### config.mk
export PLATFORM = sky130hd
export DESIGN_NAME = prng_req_arbiter
export DESIGN_NICKNAME = d
export VERILOG_FILES = /design/src/rtl/prng_req_arbiter.sv
export SDC_FILE = /design/constraint.sdc
export NUM_CORES = 1
export LEC_CHECK = 0
export ABC_AREA = 1
export CAP_MARGIN = 10
export CORE_MARGIN = 3
export CORE_UTILIZATION = 47
export DETAILED_ROUTE_END_ITERATION = 8
export PLACE_DENSITY = 0.73
export SLEW_MARGIN = 20
export SYNTH_ARGS = -nofsm -noshare
export SYNTH_HDL_FRONTEND = slang
export SYNTH_SLANG_ARGS = --single-unit
### constraint.sdc
create_clock -name clk -period 3.6 [get_ports clk]
set_clock_uncertainty 0.05 [all_clocks]
set_input_delay 0.54 -clock clk [delete_from_list [all_inputs] [get_ports clk]]
set_output_delay 0.54 -clock clk [all_outputs]
set_load 0.01 [all_outputs]
### src/rtl/prng_req_arbiter.sv
// prng_req_arbiter
//   Shares one 64-bit xorshift generator (21 left, 35 right, 4 left) among
//   NUM_REQ requesters with round-robin arbitration. Seeding and warm-up are
//   sequenced here, and each grant delivers one fresh generator word.
//
// Ports
//   clk        clock, all logic on posedge
//   rst        synchronous reset, active-low
//   seed_load  one-cycle pulse: load seed_in (zero seed -> DEFAULT_SEED)
//   seed_in    new 64-bit seed
//   req        per-requester level request
//   gnt        registered one-hot grant pulse
//   rnd_valid  high in the cycle rnd_data carries a granted word
//   rnd_data   random word for the granted requester (holds when idle)
//   ready      high while in SERVE state
//   grant_cnt  grants since last reset/reseed, wraps at 2^32
module prng_req_arbiter #(
    parameter int unsigned NUM_REQ      = 4,
    parameter int unsigned WARMUP       = 16,
    parameter logic [63:0] DEFAULT_SEED = 64'h9E3779B97F4A7C15
) (
    input  logic               clk,
    input  logic               rst,
    input  logic               seed_load,
    input  logic [63:0]        seed_in,
    input  logic [NUM_REQ-1:0] req,
    output logic [NUM_REQ-1:0] gnt,
    output logic               rnd_valid,
    output logic [63:0]        rnd_data,
    output logic               ready,
    output logic [31:0]        grant_cnt
);

    localparam int unsigned     PW        = (NUM_REQ > 1) ? $clog2(NUM_REQ) : 1;
    localparam int unsigned     CW        = (WARMUP > 1) ? $clog2(WARMUP) : 1;
    localparam logic [CW-1:0]   WARM_LAST = CW'((WARMUP == 0) ? 0 : WARMUP - 1);
    localparam logic [PW-1:0]   PTR_INIT  = PW'(NUM_REQ - 1);

    typedef enum logic {
        ST_WARMUP,
        ST_SERVE
    } state_t;

    state_t          state;
    state_t          state_next;
    logic [63:0]     s;
    logic [CW-1:0]   warm_cnt;
    logic            warm_done;
    logic [PW-1:0]   ptr;
    logic [PW-1:0]   win_idx;
    logic            win_found;
    logic [63:0]     seed_val;

    function automatic logic [63:0] xs_step(input logic [63:0] x);
        logic [63:0] x1;
        logic [63:0] x2;
        x1 = x ^ (x << 21);
        x2 = x1 ^ (x1 >> 35);
        return x2 ^ (x2 << 4);
    endfunction

    // Requester index p+off, wrapped into 0..NUM_REQ-1.
    function automatic logic [PW-1:0] rr_cand(input logic [PW-1:0] p, input int unsigned off);
        int unsigned c;
        c = 32'(p) + off;
        if (c >= NUM_REQ) begin
            c = c - NUM_REQ;
        end
        return PW'(c);
    endfunction

    // A zero state would lock the generator at zero forever.
    assign seed_val  = (seed_in == '0) ? DEFAULT_SEED : seed_in;
    assign warm_done = (WARMUP == 0) || (warm_cnt == WARM_LAST);

    // Search starts one past the last winner; the last candidate is the
    // previous winner itself, so a lone requester is granted back to back.
    always_comb begin
        win_found = 1'b0;
        win_idx   = ptr;
        for (int unsigned i = 1; i <= NUM_REQ; i++) begin
            if (!win_found && req[rr_cand(ptr, i)]) begin
                win_found = 1'b1;
                win_idx   = rr_cand(ptr, i);
            end
        end
    end

    // State register
    always_ff @(posedge clk) begin
        if (!rst) begin
            state <= ST_WARMUP;
        end else begin
            state <= state_next;
        end
    end

    // Next-state logic
    always_comb begin
        state_next = state;
        if (seed_load) begin
            state_next = ST_WARMUP;
        end else begin
            case (state)
                ST_WARMUP: if (warm_done) state_next = ST_SERVE;
                ST_SERVE:  state_next = ST_SERVE;
                default:   state_next = ST_WARMUP;
            endcase
        end
    end

    // Output logic
    always_comb begin
        ready = (state == ST_SERVE);
    end

    // Generator, warm-up counter, arbitration pointer and grant outputs
    always_ff @(posedge clk) begin
        if (!rst) begin
            s         <= DEFAULT_SEED;
            warm_cnt  <= '0;
            ptr       <= PTR_INIT;
            gnt       <= '0;
            rnd_valid <= 1'b0;
            rnd_data  <= '0;
            grant_cnt <= '0;
        end else if (seed_load) begin
            s         <= seed_val;
            warm_cnt  <= '0;
            grant_cnt <= '0;
            gnt       <= '0;
            rnd_valid <= 1'b0;
        end else begin
            gnt       <= '0;
            rnd_valid <= 1'b0;
            case (state)
                ST_WARMUP: begin
                    if (WARMUP != 0) begin
                        s        <= xs_step(s);
                        warm_cnt <= warm_cnt + CW'(1);
                    end
                end
                ST_SERVE: begin
                    if (win_found) begin
                        gnt       <= NUM_REQ'(1) << win_idx;
                        rnd_valid <= 1'b1;
                        rnd_data  <= s;
                        s         <= xs_step(s);
                        ptr       <= win_idx;
                        grant_cnt <= grant_cnt + 32'd1;
                    end
                end
                default: ;
            endcase
        end
    end

endmodule

==> impl_metrics.tcl <==
set metrics [dict create \
    grt_max_degree 97 \
    startpoint_type "register" \
    fin_crit_sh_pct 67.9 \
    maxCapViolations 0 \
    io_pins 173 \
    synth_cell_type_count 36 \
    globalplace.congestion 0.968 \
    finalCriticalPeriod_ps 2440 \
    cts.repair.resized 0 \
    drtIter0Drc 825 \
    multi_input_area_um2 5450 \
    via_per_inst 5.30 \
    worstMarginPinSlew_ps 1040 \
    drt.antenna.violating_nets 0 \
    place_hpwl_mm 23.4 \
    status "complete, no violations" \
    clockBufferDepth 2 \
    cp_common_cell "nand2_2" \
    row_count 51 \
    synth_area_per_cell_um2 6.48 \
    cp.depth 9 \
    grt_overflow 0 \
    start_util_pct 48.8 \
    syn-num-nets 1574 \
    rsz0062_at_grt "no" \
    wl_per_cell_um 16.4 \
    hold_buffers 0 \
    synthArstFlopShare_pct 0 \
    vias 10100 \
    yosys-top-cells-count "512 x nand2_1, 172 x dfxtp_1, 156 x nand3_1" \
    crit_path_end_kind "register" \
    syn_to_final_growth_pct 24.3 \
    critPathMaxFanout 51 \
    fp.dieArea_um2 22500 \
    drt_pre_antenna_iters 5 \
    antenna_found_initial 0 \
    dieHeight_um 150 \
    path_cells "inv_4, nand2_2, nand3_1, nand2_2, nand3_4, nand2_2, buf_4, nand3_1, nand2_1" \
    cp_top_family "simple AND/OR/NAND/NOR gates" \
    synth-seq-cells 172 \
    clk_latency_ps 450 \
    r2r_cells 9 \
    drive_above_1_share_pct 4.68 \
    crit_slowest_cell "nand2_2" \
    cts_tree "done" \
    slew-limit-headroom_pct 30.7 \
    die_w_um 150 \
    cts.sinks 172 \
    worstPathArrival_ps 2780 \
    core_um2 19900 \
    slowest_delay_ps 720 \
    cts_setup_buffers 0 \
    synthTopCellsByArea "dfxtp_1 35%, nand2_1 20%, nand3_1 8.0%" \
    synth_ff_type "dfxtp_1" \
    power_leakage_nw 5.18 \
    nNetsFinal 1704 \
    maxSlewViolCount 0 \
    h-tree-depth 4 \
    seq_area_um2 3440 \
    diodes 0 \
    grt_pass1_wl_mm 49.8 \
    wl_mm 31.3 \
    numCtsBuffers 17 \
    timing.setup.tns_ps 0 \
    yosysTopAreaCellShare_pct 35.4 \
    fillers 1913 \
    hp-class "register to register" \
    yosysMostFrequentCell "nand2_1" \
    clk_pin_slew_worst_paths_ps 70 \
    synth_top_area_cell "dfxtp_1" \
    final_hold_viol_count 0 \
    synth_warnings 0 \
    remaining_drc_errors 0 \
    synth_area_um2 9730 \
    critPathRequiredTime_ps 3940 \
    peakVddDrop_v 0.000371 \
    grt_pass1_vias 9509 \
    place_inst 1877 \
    port_buffers 172 \
    setup_violations 0 \
    powerDensity_nw_per_um2 495 \
    synth_seq_area_share_pct 35.4 \
    grtUsageTotal_pct 28.1 \
    synth_edf_count 0 \
    whs_path_depth 1 \
    root_buffer "clkbuf_16" \
    syn_inst 1501 \
    critical_path_class "register to register" \
    crit_buf_inv 2 \
    final_cell_count_no_fill 1909 \
    fmaxAchievable_mhz 409 \
]
[registers in the layout, indices dropped and copies added (netlist names)]
name,cells
gnt,4
ptr,2
s,64
warm_cnt,4
rnd_data,64
grant_cnt,32
rnd_valid,1
ready,1
[power by group]
part	switching (mW)	total [mW]	internal, mW
clock network	0.879	1.93	1.05
registers	0.211	2.26	2.05
logic	1.12	1.80	0.680
[layout by cell type, fill, tap and decap left out, types with 3 or more instances in the layout]
cell type / netlist / layout
xnor2_1: 42 / 42
inv_8: 0 / 3
a21oi_1: 72 / 72
nand2_2: 11 / 11
nand3_1: 156 / 156
dfxtp_1: 172 / 172
o21ai_0: 72 / 72
mux2i_1: 5 / 5
clkbuf_16: 0 / 17
xor2_1: 56 / 56
buf_4: 11 / 12
nand4_1: 5 / 5
o21ai_1: 3 / 3
inv_2: 3 / 3
inv_1: 110 / 110
a21oi_2: 3 / 3
nor2_4: 3 / 3
clkdlybuf4s50_1: 0 / 170
nand3b_1: 7 / 7
inv_6: 1 / 8
nor2_1: 152 / 152
nand2_1: 512 / 512
o211ai_1: 21 / 21
nor3_1: 7 / 7
[routing by layer]
layer | vias to the layer above | part of all wire (%) | track usage [%]
li1 | 5019 | - | -
met1 | 4606 | 43 | 37.4
met2 | 418 | 44 | 44.2
met3 | 68 | 8.3 | 5.45
met4 | 0 | 4.2 | 12.6
met5 | - | 0 | 0
[logic make-up after synthesis]
family,synth area share (%)
AOI/OAI and AO/OA,9.61
xor gates and xnor gates,8.83
adders and majority gates,0.257
buffers and inverters,8.59
DFF,35.4
muxes,0.515
and+or+nand+nor,36.8
[worst paths after layout]
path,from,end,slack (ps)
worst max register to register,ptr[0]$_SDFFE_PN1P_,rnd_data[50]$_SDFFE_PN0P_,1160
worst max-delay path,ptr[0]$_SDFFE_PN1P_,rnd_data[50]$_SDFFE_PN0P_,1160
worst min register to register,warm_cnt[3]$_SDFFE_PP0N_,warm_cnt[3]$_SDFFE_PP0N_,410
worst min-delay path,warm_cnt[3]$_SDFFE_PP0N_,warm_cnt[3]$_SDFFE_PP0N_,410
[area by class of cell]
class,count,share of cell area (%)
multi-input combinational,1139,45.1
sequential,172,28.5
timing repair buffer,185,15.1
inverter,116,3.66
clock buffer,17,3.52
tap,265,2.74
clock inverter,15,1.46
[worst register-to-register path, cell delays in order, from the launching register on]
cell     delay [ps]
dfxtp_1         540
inv_4           100
nand2_2          80
nand3_1          90
nand2_2         150
nand3_4         120
nand2_2         720
buf_4           360
nand3_1         100
nand2_1          90
[per-stage QoR]
step / power, mW / hold WS, ps / worst slack, ps / area [µm²] / util [%]
finish: 5.98 / 410 / 1160 / 12100 / 60.7
global route: 6.28 / 439 / 856 / 12100 / 60.7
detailed placement: 4.04 / 404 / 762 / 11500 / 57.7
floorplan: 3.52 / 371 / 1930 / 9730 / -
CTS: 5.96 / 413 / 1140 / 12100 / 60.7
global placement: 4.02 / 387 / 822 / 11500 / 57.7
(Power assumes the default switching activity.)
